==> src/rtl/common_pkg.sv <==
// Shared pipeline types for the writeback stage: result-source and
// load-size encodings, register file geometry and the load fault rule.
package common;

  localparam int REGISTER_FILE_SIZE = 32;
  localparam int REG_ID_W           = $clog2(REGISTER_FILE_SIZE);
  localparam int XLEN               = 32;

  // Source of the value written back to rd.
  typedef enum logic [1:0] {
    WB_SEL_ALU  = 2'd0,
    WB_SEL_MEM  = 2'd1,
    WB_SEL_PC4  = 2'd2,
    WB_SEL_RSVD = 2'd3
  } wb_sel_t;

  // Width of a load access.
  typedef enum logic [1:0] {
    MEM_SIZE_BYTE = 2'd0,
    MEM_SIZE_HALF = 2'd1,
    MEM_SIZE_WORD = 2'd2,
    MEM_SIZE_RSVD = 2'd3
  } mem_size_t;

  // A load faults when it is not naturally aligned or uses the reserved size.
  function automatic logic load_faults(mem_size_t size, logic [1:0] addr_lo);
    logic f;
    f = 1'b0;
    case (size)
      MEM_SIZE_BYTE: f = 1'b0;
      MEM_SIZE_HALF: f = addr_lo[0];
      MEM_SIZE_WORD: f = (addr_lo != 2'b00);
      default:       f = 1'b1;
    endcase
    return f;
  endfunction

endpackage

==> src/rtl/writeback_stage_load_formatter.sv <==
// Extracts the addressed byte/half from an aligned load word and extends it
// to 32 bits (sign or zero). Purely combinational.
module load_formatter
  import common::*;
(
  input  logic [XLEN-1:0] rdata_i,
  input  logic [1:0]      addr_lo_i,
  input  mem_size_t       size_i,
  input  logic            unsigned_i,
  output logic [XLEN-1:0] data_o
);

  logic [7:0]  byte_sel;
  logic [15:0] half_sel;
  logic        sign_en;

  assign sign_en = !unsigned_i;

  // Lane selection by the low address bits.
  always_comb begin
    byte_sel = rdata_i[7:0];
    case (addr_lo_i)
      2'd0: byte_sel = rdata_i[7:0];
      2'd1: byte_sel = rdata_i[15:8];
      2'd2: byte_sel = rdata_i[23:16];
      2'd3: byte_sel = rdata_i[31:24];
      default: byte_sel = rdata_i[7:0];
    endcase
    half_sel = addr_lo_i[1] ? rdata_i[31:16] : rdata_i[15:0];
  end

  // Extension to full width; reserved size passes the word through (it faults anyway).
  always_comb begin
    data_o = rdata_i;
    case (size_i)
      MEM_SIZE_BYTE: data_o = {{24{sign_en & byte_sel[7]}}, byte_sel};
      MEM_SIZE_HALF: data_o = {{16{sign_en & half_sel[15]}}, half_sel};
      default:       data_o = rdata_i;
    endcase
  end

endmodule

==> src/rtl/writeback_stage.sv <==
// Writeback stage: one-slot register between the memory stage and the
// register file. Selects the result, formats loads, flags misaligned loads,
// issues the register write and counts retired instructions.
module writeback_stage
  import common::*;
#(
  parameter int INSTRET_W = 64
) (
  input  logic                 clk,
  input  logic                 reset_n,
  input  logic                 in_valid,
  output logic                 in_ready,
  input  logic                 hold,
  input  logic                 in_reg_write,
  input  logic [4:0]           in_rd_id,
  input  logic [1:0]           in_wb_sel,
  input  logic [31:0]          in_alu_result,
  input  logic [31:0]          in_pc,
  input  logic [31:0]          in_mem_rdata,
  input  logic [1:0]           in_mem_size,
  input  logic                 in_mem_unsigned,
  output logic                 write_en,
  output logic [4:0]           write_id,
  output logic [31:0]          write_data,
  output logic                 retire_valid,
  output logic                 misalign_err,
  output logic [INSTRET_W-1:0] instret
);

  wb_sel_t        sel;
  mem_size_t      size;
  logic [31:0]    load_data;
  logic [31:0]    result;
  logic           accept;
  logic           fault;
  logic           writes_rd;

  logic           slot_valid_q, slot_valid_d;
  logic           slot_write_q, slot_write_d;
  logic           slot_fault_q, slot_fault_d;
  logic [4:0]     write_id_q, write_id_d;
  logic [31:0]    write_data_q, write_data_d;
  logic [INSTRET_W-1:0] instret_q, instret_d;

  // Hold only blocks new acceptance; a slot already filled still completes.
  assign in_ready = !hold;
  assign accept   = in_valid && in_ready;
  assign sel      = wb_sel_t'(in_wb_sel);
  assign size     = mem_size_t'(in_mem_size);

  load_formatter u_load_formatter (
    .rdata_i    (in_mem_rdata),
    .addr_lo_i  (in_alu_result[1:0]),
    .size_i     (size),
    .unsigned_i (in_mem_unsigned),
    .data_o     (load_data)
  );

  // Result selection and fault detection on the incoming instruction.
  always_comb begin
    result = in_alu_result;
    case (sel)
      WB_SEL_ALU: result = in_alu_result;
      WB_SEL_MEM: result = load_data;
      WB_SEL_PC4: result = in_pc + 32'd4;
      default:    result = in_alu_result;
    endcase
    fault     = (sel == WB_SEL_MEM) && load_faults(size, in_alu_result[1:0]);
    writes_rd = in_reg_write && (in_rd_id != 5'd0);
  end

  // Slot next state; write_id/write_data only move on a real write so they
  // keep their last values while write_en is low.
  always_comb begin
    slot_valid_d = accept;
    slot_write_d = accept && writes_rd;
    slot_fault_d = accept && fault;
    write_id_d   = write_id_q;
    write_data_d = write_data_q;
    if (accept && writes_rd && !fault) begin
      write_id_d   = in_rd_id;
      write_data_d = result;
    end
    instret_d = instret_q;
    if (retire_valid) begin
      instret_d = instret_q + INSTRET_W'(1);
    end
  end

  // Stage registers; asynchronous reset empties the slot and clears the count.
  always_ff @(posedge clk or negedge reset_n) begin
    if (!reset_n) begin
      slot_valid_q <= 1'b0;
      slot_write_q <= 1'b0;
      slot_fault_q <= 1'b0;
      write_id_q   <= 5'd0;
      write_data_q <= 32'd0;
      instret_q    <= '0;
    end else begin
      slot_valid_q <= slot_valid_d;
      slot_write_q <= slot_write_d;
      slot_fault_q <= slot_fault_d;
      write_id_q   <= write_id_d;
      write_data_q <= write_data_d;
      instret_q    <= instret_d;
    end
  end

  assign write_en     = slot_valid_q && slot_write_q && !slot_fault_q;
  assign retire_valid = slot_valid_q && !slot_fault_q;
  assign misalign_err = slot_valid_q && slot_fault_q;
  assign write_id     = write_id_q;
  assign write_data   = write_data_q;
  assign instret      = instret_q;

endmodule

==> config.mk <==
export PLATFORM = sky130hd
export DESIGN_NAME = writeback_stage
export DESIGN_NICKNAME = d
export VERILOG_FILES = /design/src/rtl/common_pkg.sv /design/src/rtl/writeback_stage_load_formatter.sv /design/src/rtl/writeback_stage.sv
export SDC_FILE = /design/constraint.sdc
export NUM_CORES = 1
export LEC_CHECK = 0
export BUFFER_PORTS_ARGS = -buffer_cell sky130_fd_sc_hd__buf_2
export CORE_ASPECT_RATIO = 0.5
export CORE_UTILIZATION = 55
export DETAILED_ROUTE_END_ITERATION = 8
export GPL_TIMING_DRIVEN = 0
export PLACE_DENSITY = 0.91
export SLEW_MARGIN = 10
export SYNTH_ARGS = -nofsm -noshare
export SYNTH_HDL_FRONTEND = slang
export SYNTH_HIERARCHICAL = 1
export SYNTH_SLANG_ARGS = --single-unit
==> constraint.sdc <==
create_clock -name clk -period 2.7 [get_ports clk]
set_input_delay 0.27 -clock clk [delete_from_list [all_inputs] [get_ports clk]]
set_output_delay 0.27 -clock clk [all_outputs]
set_load 0.01 [all_outputs]
# Yosys cells after proc, flatten, opt, wreduce, memory -nomap -nowiden
# Cells that the tools add are included.
# classes
n_bitwise	2
n_reduce_logical	18
add_sub_neg	2
eq_ne	7
muxes	5
# op_table
op	count
$pmux 32 s2	2
$add 64x1->64 const B	1
$add 32x3->32 const B	1
$pmux 8 s4	1
$mux 16	1
$logic_and 1x1->1	10
$eq 2x2->1 const B	4
$eq 2x1->1 const B	3
$reduce_bool 5->1	1
$logic_not 1->1	4
$logic_not 2->1	2
$pmux 1 s3	1
$and 1x1->1	2
$reduce_bool 2->1	1
# word_totals
wordCells	40
out_inout_bits	105
register_bits	104
in_bits	111

# Depth between registers and ports, before layout
# Gate-level depths: netlist of run 1.
# logic_depth
word_depth	5
mapped_depth	12
depth_no_buf	8

# Hierarchy
# Netlist of run 1, hierarchy kept.
# by_module_without_submodules
module	seq_area_each_um2	area_each_um2	cells_per_inst	n_inst
writeback_stage	2602.5	5846.9	610	1
load_formatter	0.0	983.4	133	1

# Worst setup path before layout of run 1
# Ideal clock, no wire load.
# synth_path
path_type	input port to flip-flop
start	in in_alu_result[0]
end	reg write_data_q[24] (netlist: write_data[24])
t_arrival_ns	2.036
setup_ns	0.128
n_path_buf	2
t_required_ns	2.572
slack_ns	0.536
path_stages	10
cell_sequence	buf_2 mux2_2 a32oi_2 buf_6 o211ai_2 nand2_1 nand2_1 a31o_2 a311oi_1 o31ai_1
# synth_between
elab_chain_cells	5
elab_cells_between_ends	13
cone_classes	eq/ne: 3; mux: 4; bitwise: 1; reduce/logical: 5
# synth_rtl
element	line	text
start: declaration	writeback_stage.sv:17	input logic [31:0] in_alu_result,
$eq 2x2->1 (tied with other cells)	writeback_stage_load_formatter.sv:22	case (addr_lo_i)
$pmux 8 s4 *	writeback_stage_load_formatter.sv:22	
$and 1x1->1 *	writeback_stage_load_formatter.sv:36	MEM_SIZE_BYTE: data_o = {{24{sign_en & byte_sel[7]}}, byte_sel};
$pmux 32 s2 *	writeback_stage_load_formatter.sv:35	case (size_i)
via load_data[24]	writeback_stage.sv:32	logic [31:0] load_data;
$pmux 32 s2 *	writeback_stage.sv:62	case (sel)
end signal: assignment	writeback_stage.sv:104	write_data_q <= write_data_d;
end: declaration	writeback_stage.sv:42	logic [31:0] write_data_q, write_data_d;
# The timed path passes the listed nets; every way through them passes the cells marked *.
# A chain may end at the register's enable or synchronous reset.

# Final worst setup path of run 1
# layout_path
start	in in_alu_result[0]
end	reg write_data_q[25] (netlist: write_data[25])
# Same word-level chain as after synthesis.

==> results of run 1 <==
[per-layer routing]
metal	global-route usage [%]	part of all wire, %	up-vias
met2	56.8	49	300
met3	6.33	6.9	47
met1	39.3	41	3331
met4	10.2	2.5	0
met5	0	0	-
li1	-	-	3152
[registers in the layout (all words and copies together) (netlist names)]
signal        count
slot_valid_q      1
instret          64
write_id          5
slot_write_q      1
write_data       32
slot_fault_q      1
[power by group]
part / total (uW) / switching [uW] / internal (uW)
Combinational: 1070 / 621 / 450
Clock: 1350 / 544 / 804
Sequential: 1850 / 123 / 1730
[final cells by class]
type / instances / area [um^2]
repair buffers: 215 / 1110
clock inverters: 5 / 81.3
clock buffers: 9 / 225
multi-input cells: 569 / 3860
flip-flops and latches: 104 / 2600
well taps: 165 / 206
inverters: 22 / 82.6
plain buffers: 48 / 290
fillers: 937 / 3500
[cells by family (layout without fill, tap and decap cells)]
group,count (synthesis),after routing,synth area share (%)
multiplexers,22,22,4.69
AND/OR/NAND/NOR,315,315,24.5
XOR/XNOR,76,76,9.75
buffers and inverters,70,299,5.46
flip-flops,104,104,38.1
AO/OA/AOI/OAI,152,152,16.8
adder cells (fa/ha/maj),4,4,0.733
[worst min-delay path by stage]
stage | slack, ns | cells after the start | to | from
finish | 0.13 | 2 | slot_fault_q$_DFF_PN0_ | hold
global route | 0.12 | 2 | slot_fault_q$_DFF_PN0_ | hold
CTS | 0.12 | 2 | slot_fault_q$_DFF_PN0_ | hold
detailed placement | 0.26 | 1 | instret[53]$_DFFE_PN0P_ | reset_n
global placement | 0.45 | 1 | instret[63]$_DFFE_PN0P_ | instret[63]$_DFFE_PN0P_
floorplan | -0.03 | 0 | instret[0]$_DFFE_PN0P_ | reset_n
[per-stage QoR]
stage                     setup TNS [ns]  instances  hold slack, ns  setup slack, ns  cell area [um^2]
after CTS                              0       1137           0.123            0.182              8450
after global routing                   0       1137           0.120            0.108              8450
after floorplan                        0        743         -0.0256            0.536              6830
final                                  0       1137           0.135            0.173              8450
after detailed placement          -0.348       1122           0.263           -0.185              8130
after global placement            -0.272       1121           0.453           -0.162              8100
[cell usage in the layout (no fill, tap or decap), types with 4 or more instances in the layout]
master	n
a21oi_1	21
o221ai_1	9
mux2_2	10
nor2b_1	20
nor2_1	59
o22ai_1	8
a21o_1	5
mux4_2	7
a211oi_1	12
nor4_1	7
nor3_1	23
clkbuf_1	19
buf_4	4
nand4_1	22
xnor2_1	37
a221o_1	5
mux2i_1	5
ha_1	4
nand2b_1	5
clkbuf_16	9
dfrtp_1	104
buf_6	11
xor2_1	39
o31ai_1	23
a221oi_1	13
nand2_1	98
buf_2	225
o211ai_2	10
o21ai_0	18
inv_1	22
o211ai_1	7
and3_1	7
or3_1	8
nand4b_1	4
nand3_1	31
[critical path: stages]
cell       delay [ns]
buf_2            0.11
buf_2            0.25
mux2_2           0.37
a32oi_2          0.44
buf_6            0.24
o211ai_2         0.11
a2111oi_0        0.77
o31ai_1          0.14
[timing repair]
| item | in CTS | in global routing |
|---|---|---|
| hold endpoints to repair | 37 | 0 |
| gates resized for setup | 0 | 1 |
| endpoints found under the setup margin | 0 | 1 |
| hold buffers | 1 | 0 |
==> results.md, run 1 <==
Run status:
- The flow ran to the end, and the final reports show no timing, DRC or antenna violations.

Logic synthesis:
- The most used flip-flop cell after synthesis is dfrtp_1.
- Of the post-synthesis cell area, the dominant cell type holds approximately two fifths.
- After synthesis, the netlist uses 65 different library cells.
- After synthesis, the share of flip-flops with an asynchronous set or reset is 100%.
- The library cell occupying the most area in the post-synthesis netlist is dfrtp_1.
- The Yosys step of the flow raised 6 warnings.
- The most frequent cell after synthesis is dfrtp_1.
- Ranked by total cell area, the synthesized netlist is headed by dfrtp_1, nand2_1, xor2_1, xnor2_1, nor2_1.
- The total standard cell area after synthesis is 0.00683 mm^2.
- By count the netlist is led by dfrtp_1, nand2_1, nor2_1.
- Counting every net in the synthesized netlist gives about 860.
- The synthesized area per cell is roughly 9 um^2.
- The number of register bits inferred by synthesis is around 100.
- Sequential elements use a little under two fifths of the synthesized area.
- The number of enable-type register cells in the synthesized netlist is 0.
- The cell count after synthesis came out at between 700 and 800.

Placed design:
- During placement, the flow inserted port buffers numbering roughly 210.
- The half-perimeter wire length after placement is about 16000 um.
- The final weighted congestion of routability-driven global placement is approximately 0.98.

Clock tree:
- The clock sink count is 104.
- Counting the buffers created by CTS gives 9.
- The post-CTS setup-driven buffer insertion count is 0.
- The CTS clock-pin slew for the worst setup and hold paths is approximately 0.070 ns.
- The clock tree buffer depth is 2.
- The number of H-tree levels is 3.
- The clock latency at the later pin of the worst-skew pair is approximately 0.33 ns.
- The tree is rooted in a clkbuf_16.
- The clock tree from TritonCTS is built.

Min path:
- The class of the tightest hold or removal check is in2reg.

STA:
- The number of max-slew violations in the final report is 0.
- The smallest clock period supported by the final layout is computed as 2.53 ns.
- The post-route clock skew is approximately 0.0063 ns.
- The number of hold-slack violations in the final timing report is 0.
- For the pin with the worst max-slew slack, the measured transition is 0.802 ns.
- Setup repair after global routing left no endpoint under its margin.
- The relative slew slack is 45.1%.
- Of the available clock period, the critical path in the final layout requires a little over nine tenths.
- The final-report setup violation count is 0.
- The upper clock frequency limit is a little under 400 MHz.

Floorplanning:
- The area enclosed by the die boundary is 0.0129 mm^2.
- The starting density of the core is ~57%.
- The core box area is ~0.012 mm^2.
- The floorplan step set the die width to 160 um.
- The die is roughly 80 um tall.
- The I/O pin count is 216.
- The floorplan has 28 rows.

Global routing:
- The first-pass GRT wire length is 32000 um.
- Global routing consumed, over all layers together, about a third of the routing resources.
- The via count of the first global-routing pass is about 6.4k.
- The pin count of the biggest net entering global routing is 68.
- The overflow left after global routing is 0.
- The initial antenna violation count came to 0.

Detailed routing:
- The number of DRC markers after the initial detailed-route iteration is 798.
- The count of unresolved DRC violations after routing is 0.
- After detailed routing, the average wire length per cell comes to between 15 and 20 um.
- The first-pass iteration count of the detailed router is 5.
- The total wire length after detailed routing is around 21000 um.
- The routed via count is 6830.
- The detail route stage leaves a number of antenna-violating nets equal to 0.
- Using the TritonRoute via totals, the vias-per-cell ratio works out to between 6 and 7.

Critical path:
- The setup check on the worst reg-to-reg path leaves a slack of slightly above 0.3 ns.
- Counting cells, the worst reg-to-reg path comes to 5.
- The maximum fanout along the worst path is 10.
- The endpoint identified for the worst register-to-register timing path is instret[63]$_DFFE_PN0P_.
- STA puts the critical path data required time at ~2.9 ns.
- Data on the critical path arrives at its endpoint at around 2.7 ns.
- STA classifies the critical path startpoint as an input port.
- The path type of the worst setup path is in2reg.
- Tracing the worst setup path back leads to its startpoint at in_alu_result[0].
- The endpoint type of the worst setup path is a flip-flop.
- The startpoint identified for the worst register-to-register timing path is instret[36]$_DFFE_PN0P_.
- The most critical setup path has its endpoint at write_data[25]$_DFFE_PN0P_.

Power and ir drop:
- The static power due to leakage is a little over 0.004 uW.
- For this design the ratio of total power to cell area is 505 mW/mm^2.
- The overall power is 4270 uW.
- The maximum ir drop on the vdd rail is around 0.34 mV.

Layout:
- The post-layout utilization of the core is 70.7%.
- The number of nets in the layout is approximately 1.1k.
- Of the cells placed in the final design, the portion with a size suffix greater than 1 is 31.2%.
- 0 antenna diodes ended up in the layout.
- The area growth from synthesis to final layout is 23.7%.

Run:
- The max-cap check violation count is 0.
No activity file was read; power rests on OpenSTA's default activity.
==> inputs of run 2 (changes only) <==
Settings changed: HOLD_SLACK_MARGIN set to 0.15.
==> results.md, run 2 (synthesis gave the netlist of run 1 again) <==
Run status:
- Result of the run: complete, no violations (unchanged).

Critical path:
- The depth of the most critical reg-to-reg path is 5 (unchanged).
- Critical path cell sequence: buf_2 > buf_2 > mux2_2 > a32oi_2 > buf_6 > o211ai_2 > a2111oi_0 > o31ai_1 (unchanged).
- The maximum fanout along the worst path is 10 (unchanged).
- The arrival time of the worst setup path came to 2.74 ns (was 2.72 ns).
- The largest delay contributor family on the critical path is compound AO/OA/AOI/OAI gates (unchanged).
- The cell with the biggest individual delay on the critical path is a2111oi_0 (unchanged).
- The count of buffering cells on the critical path with inverters included is 3 (unchanged).
- The reg-to-reg critical path startpoint is instret[36]$_DFFE_PN0P_ (unchanged).
- The path type of the worst setup path is in2reg (unchanged).
- The endpoint of the most critical register-to-register path is instret[63]$_DFFE_PN0P_ (unchanged).
- The most prevalent standard cell on the critical path is buf_2 (unchanged).
- The worst setup slack for register-to-register paths is 0.34 ns (was 0.31 ns).
- The maximum single-stage delay on the critical path is 0.78 ns (was 0.77 ns).
- The critical path data required time is 2.89 ns (was 2.90 ns).
- The kind of launch point of the worst setup path is an input port (unchanged).
- The endpoint type of the worst setup path was a flip-flop (unchanged).

Power and ir drop:
- The cell area power density is 505 mW/mm^2 (about the same).
- The static power due to leakage came to 0.00408 uW (about the same).
- The maximum ir drop on the vdd rail came to 0.342 mV (was 0.341 mV).

STA:
- The number of hold-slack violations in the final timing report is 0 (unchanged).
- The final-report setup violation count is 0 (unchanged).
- The transition time of the tightest slew-check pin is 0.811 ns (was 0.802 ns).
- RSZ-0062 raised after global routing: false (unchanged).
- The time the worst path needs with I/O delays and setup was 2.55 ns (was 2.53 ns).
- The upper clock frequency limit is 392 MHz (was 396 MHz).
- The number of max-slew violations in the final report is 0 (unchanged).
- The final setup slack of the worst path is 0.151 ns (was 0.173 ns).
- The relative slew slack is 44.5% (was 45.1%).
- The post-route clock skew was 0.00704 ns (was 0.00630 ns).
- The setup TNS after final layout is 0 ns (unchanged).
- The period utilization is 94.4% (was 93.6%).

Layout:
- The number of antenna diodes is 0 (unchanged).
- The most common library cell in the layout ignoring fill and taps is buf_2 (unchanged).
- The area growth from synthesis to final layout is 23.9% (was 23.7%).
- The ratio of cells with drive above 1 in the final layout is 31.1% (was 31.2%).
- The count of fill cells added during filler insertion is 934 (was 937).
- Highest-count cells in the layout ignoring fill and taps: buf_2, dfrtp_1, nand2_1 (unchanged).
- The multi-input logic area is 0.00386 mm^2 (unchanged).
- The area taken by flip-flops and latches was 0.00260 mm^2 (unchanged).
- The number of nets in the layout is 1085 (was 1084).
- The number of flip-flops in the largest register came to 64 (unchanged).

Global routing:
- The global-route met1 utilization came to 39.4% (was 39.3%).
- The all-layer global routing usage is 31.8% (was 31.7%).
- The met3 track utilization from global routing is 6.33% (unchanged).
- The met2 global-route usage is 56.8% (unchanged).
- The pin count of the biggest net entering global routing is 68 (unchanged).
- The overflow left after global routing is 0 (unchanged).
- The first-pass GRT wire length is 32100 um (was 32000 um).
- The initial antenna violation count is 0 (unchanged).
- The via count of the first global-routing pass was 6355 (was 6352).
- The most used routing layer in global routing is met2 (unchanged).

Clock tree:
- The clock tree root buffer cell is clkbuf_16 (unchanged).
- The clock tree buffer depth is 2 (unchanged).
- The clock sink count is 104 (unchanged).
- The number of H-tree levels is 3 (unchanged).
- The TritonCTS buffer count is 9 (unchanged).
- The CTS clock-pin slew for the worst setup and hold paths was 0.07 ns (about the same).
- The clock latency at the later pin of the worst-skew pair is 0.33 ns (about the same).
- The clock tree from TritonCTS is built (unchanged).

Detailed routing:
- The routed via count is 6763 (was 6830).
- The detail-routed via count per cell was 5.94 (was 6.01).
- The number of DRC markers after the initial detailed-route iteration came to 771 (was 798).
- The count of unresolved DRC violations after routing is 0 (unchanged).
- The remaining antenna violation count after routing came to 0 (unchanged).
- The routed wire length per instance came to 18.3 um (about the same).
- The first-pass iteration count of the detailed router is 5 (unchanged).
- The total wire length after detailed routing was 20900 um (was 20800 um).

Placed design:
- The final weighted congestion of routability-driven global placement is 0.979 (unchanged).
- The count of buffers from port buffering is 213 (unchanged).
- The half-perimeter wire length after placement is 16100 um (unchanged).
- The setup slack at placement is -0.185 ns (unchanged).

Floorplanning:
- The row count is 28 (unchanged).
- The area enclosed by the die boundary is 0.0129 mm^2 (unchanged).
- The I/O pin count is 216 (unchanged).
- The y dimension of the die is 80.8 um (unchanged).
- The horizontal die dimension is 160 um (unchanged).
- The core box area is 0.0119 mm^2 (unchanged).
- The starting density of the core was 57.2% (unchanged).

Min path:
- The class of the tightest hold or removal check is in2reg (unchanged).
- The worst hold path depth came to 2 (unchanged).
- The source of the worst hold timing path is in_rd_id[4] (was hold).
- The endpoint of the worst hold-timing path was write_id[4]$_DFFE_PN0P_ (was slot_fault_q$_DFF_PN0_).

Run:
- The max-cap check violation count is 0 (unchanged).
## run 2: cell types whose count changed in the layout (fill, tap and decap cells not counted), sizes merged
| cell | previous run | this run |
|---|---|---|
| dlygate4sd3 | 1 | 2 |
## run 2: routing by layer
layer  up-vias  wire (um)
met5         -          0
met2       277      10300
met3        45       1390
li1       3161          -
met1      3280       8660
met4         0        513
## run 2: worst max-delay path by stage
stage / start / to / slack (ns) / cells past startpoint
after global placement: in_alu_result[0] / write_data[23]$_DFFE_PN0P_ / -0.16 / 8
after global routing: in_alu_result[0] / write_data[25]$_DFFE_PN0P_ / 0.11 / 8
after detailed placement: in_alu_result[0] / write_data[23]$_DFFE_PN0P_ / -0.18 / 8
after floorplan: in_alu_result[0] / write_data[24]$_DFFE_PN0P_ / 0.54 / 10
final: in_alu_result[0] / write_data[25]$_DFFE_PN0P_ / 0.15 / 8
after CTS: in_alu_result[0] / write_data[23]$_DFFE_PN0P_ / 0.18 / 8
## run 2: area by class of cell
| type | instances | share of cell area, % |
|---|---|---|
| timing repair buffer | 216 | 13.2 |
| multi-input combinational | 569 | 45.6 |
| buffer | 48 | 3.43 |
| clock buffer | 9 | 2.66 |
| inverter | 22 | 0.976 |
| tap | 165 | 2.44 |
| clock inverter | 5 | 0.961 |
| sequential | 104 | 30.8 |
## run 2: worst register-to-register path: cells and delay by family, from the launching register on
kind | cells | cell delay (ns)
simple gates | 4 | 1.61
flops | 1 | 0.46
xor+xnor | 1 | 0.21
## run 2: what timing repair did
action                                  4_1_cts  5_1_grt
setup buffers                                 0        0
gates resized for setup                       0        1
endpoints found under the hold margin        39        0
endpoints found under the setup margin        0        1
hold buffers                                  2        0
## run 2: power breakdown
| part | leakage (uW) | total [uW] | switching, uW | internal, uW |
|---|---|---|---|---|
| registers | 0.00138 | 1850 | 123 | 1730 |
| logic | 0.00256 | 1070 | 621 | 451 |
| clock network | 0.000148 | 1350 | 544 | 804 |
| total | 0.00408 | 4270 | 1290 | 2980 |
## run 2: metrics by stage
stage / cell area (um^2) / hold WS, ns / cells / power (uW) / utilization (%)
after CTS: 8460 / 0.177 / 1138 / 4270 / 70.8
after global routing: 8460 / 0.190 / 1138 / 4450 / 70.8
final: 8460 / 0.187 / 1138 / 4270 / 70.8
after global placement: 8100 / 0.453 / 1121 / 2890 / 67.8
after detailed placement: 8130 / 0.263 / 1122 / 2930 / 68.1
after floorplan: 6830 / -0.0256 / 743 / 2430 / -
==> inputs of run 3 (changes only) <==
Settings changed: GPL_TIMING_DRIVEN 0 to not set.
==> results.md, run 3 (synthesis gave the netlist of run 1 again) <==
Run status:
- Result of the run: complete, no violations (unchanged).

Power and ir drop:
- The fraction of power spent switching nets is 32.5% (was 30.2%).
- The overall power came to 4210 uW (was 4270 uW).
- The cell area power density is 507 mW/mm^2 (was 505 mW/mm^2).
- The switching component of the power is 1370 uW (was 1290 uW).
- The internal power is 2840 uW (was 2980 uW).
- The fraction of power consumed by sequential logic came to 44.1% (was 43.3%).
- The static power due to leakage is 0.00402 uW (was 0.00408 uW).
- The power share of the combinational group came to 24.9% (was 25.1%).
- The clock share of power is 31.0% (was 31.6%).
- The maximum ir drop on the vdd rail is 0.490 mV (was 0.342 mV).

Layout:
- The area growth from synthesis to final layout is 21.6% (was 23.9%).
- The ratio of cells with drive above 1 in the final layout is 31.5% (was 31.1%).
- The post-layout utilization of the core is 69.5% (was 70.8%).
- The number of flip-flops in the largest register is 64 (unchanged).
- The most common library cell in the layout ignoring fill and taps is buf_2 (unchanged).
- Highest-count cells in the layout ignoring fill and taps: buf_2, dfrtp_1, nand2_1 (unchanged).
- The number of antenna diodes was 0 (unchanged).
- The number of nets in the layout was 1057 (was 1085).

Detailed routing:
- The routed wire length per instance is 18.4 um (was 18.3 um).
- The routed via count is 6758 (was 6763).
- The first-pass iteration count of the detailed router is 7 (was 5).
- The number of DRC markers after the initial detailed-route iteration is 823 (was 771).
- The remaining antenna violation count after routing is 0 (unchanged).
- The detail-routed via count per cell is 6.08 (was 5.94).
- The total wire length after detailed routing was 20400 um (was 20900 um).
- The count of unresolved DRC violations after routing is 0 (unchanged).

Min path:
- The class of the tightest hold or removal check is in2reg (unchanged).

Floorplanning:
- The y dimension of the die is 80.8 um (unchanged).
- The horizontal die dimension is 160 um (unchanged).
- The core box area is 0.0119 mm^2 (unchanged).
- The starting density of the core is 57.2% (unchanged).
- The row count is 28 (unchanged).
- The area enclosed by the die boundary came to 0.0129 mm^2 (unchanged).
- The I/O pin count is 216 (unchanged).

STA:
- RSZ-0062 raised after global routing: false (unchanged).
- The worst hold slack across all endpoints is 0.188 ns (was 0.187 ns).
- The time the worst path needs with I/O delays and setup came to 2.25 ns (was 2.55 ns).
- The number of hold-slack violations in the final timing report is 0 (unchanged).
- The number of max-slew violations in the final report came to 0 (unchanged).
- The setup TNS after final layout is 0 ns (unchanged).
- The transition time of the tightest slew-check pin is 0.678 ns (was 0.811 ns).
- The upper clock frequency limit is 445 MHz (was 392 MHz).
- The relative slew slack is 54.8% (was 44.5%).
- The final-report setup violation count is 0 (unchanged).
- The period utilization came to 83.2% (was 94.4%).
- The post-route clock skew is 0.0146 ns (was 0.00704 ns).

Critical path:
- The maximum fanout along the worst path is 9 (was 10).
- The critical path data required time was 2.97 ns (was 2.89 ns).
- The arrival time of the worst setup path came to 2.52 ns (was 2.74 ns).
- The path type of the worst setup path is reg2reg (was in2reg).
- The worst setup slack for register-to-register paths came to 0.45 ns (was 0.34 ns).
- The kind of launch point of the worst setup path is a flip-flop (was input port).
- The endpoint type of the worst setup path is a flip-flop (unchanged).

Global routing:
- The overflow left after global routing came to 0 (unchanged).
- The initial antenna violation count came to 0 (unchanged).
- The all-layer global routing usage came to 31.4% (was 31.8%).
- The pin count of the biggest net entering global routing came to 54 (was 68).
- The first-pass GRT wire length came to 31900 um (was 32100 um).
- The via count of the first global-routing pass is 6330 (was 6355).

Clock tree:
- The clock tree root buffer cell is clkbuf_16 (unchanged).
- The CTS clock-pin slew for the worst setup and hold paths is 0.08 ns (was 0.07 ns).
- The number of instances resized during post-cts repair is 0 (unchanged).
- The number of H-tree levels is 3 (unchanged).
- The clock latency at the later pin of the worst-skew pair is 0.35 ns (was 0.33 ns).
- The clock tree from TritonCTS was built (unchanged).
- The TritonCTS buffer count was 9 (unchanged).
- The clock sink count is 104 (unchanged).
- The clock tree buffer depth is 2 (unchanged).

Placed design:
- The half-perimeter wire length after placement is 15400 um (was 16100 um).
- The count of buffers from port buffering is 215 (was 213).
- The final weighted congestion of routability-driven global placement is 0.979 (about the same).

Run:
- The max-cap check violation count came to 0 (unchanged).
==> run 3: final timing paths <==
path                                                 start                          to  cells past startpoint
max in group asynchronous                          reset_n      instret[1]$_DFFE_PN0P_                      3
worst max-delay path               instret[36]$_DFFE_PN0P_     instret[63]$_DFFE_PN0P_                      5
worst min-delay path                           in_rd_id[2]     write_id[2]$_DFFE_PN0P_                      2
worst max register to register     instret[36]$_DFFE_PN0P_     instret[63]$_DFFE_PN0P_                      5
min in group asynchronous                          reset_n     instret[51]$_DFFE_PN0P_                      2
worst min register to register  write_data[11]$_DFFE_PN0P_  write_data[11]$_DFFE_PN0P_                      2
==> run 3: metal layers <==
metal | wire (um) | GRT usage, % | vias up
li1 | - | - | 3102
met1 | 8380 | 41.0 | 3260
met2 | 9900 | 53.1 | 343
met3 | 1590 | 5.72 | 53
met4 | 554 | 11.9 | 0
met5 | 0 | 0 | -
==> run 3: critical path, cell delays in order, from the launching register on <==
cell,delay (ns)
dfrtp_1,0.46
nand4_1,0.25
nor3_1,0.58
nand4_2,0.37
nor3_1,0.34
xor2_1,0.18
==> run 3: power by group through the flow <==
stage	Combinational, uW	Clock, uW	Sequential, uW
3_3_place_gp	1000	0	1870
4_1_cts	1040	1320	1850
5_1_grt	1130	1390	1880
6_report	1050	1310	1860
2_1_floorplan	481	0	1940
3_5_place_dp	1030	0	1880
==> run 3: per-stage QoR <==
stage | std cells | setup slack [ns] | instance area [um^2]
final | 1112 | 0.453 | 8310
after global placement | 1094 | 0.439 | 7990
after detailed placement | 1094 | 0.400 | 7990
after CTS | 1112 | 0.456 | 8310
after global routing | 1112 | 0.105 | 8310
after floorplan | 743 | 0.536 | 6830
==> run 3: final cells by class <==
type,count,area [um^2]
multi-input cells,569,3850
flip-flops and latches,104,2600
clock buffers,10,239
repair buffers,236,1270
inverters,22,82.6
well taps,165,206
fillers,961,3640
clock inverters,6,56.3
==> run 3: what timing repair did <==
item                      in CTS  in global routing
hold buffers                   2                  0
setup buffers                  0                  0
hold endpoints to repair      53                  0
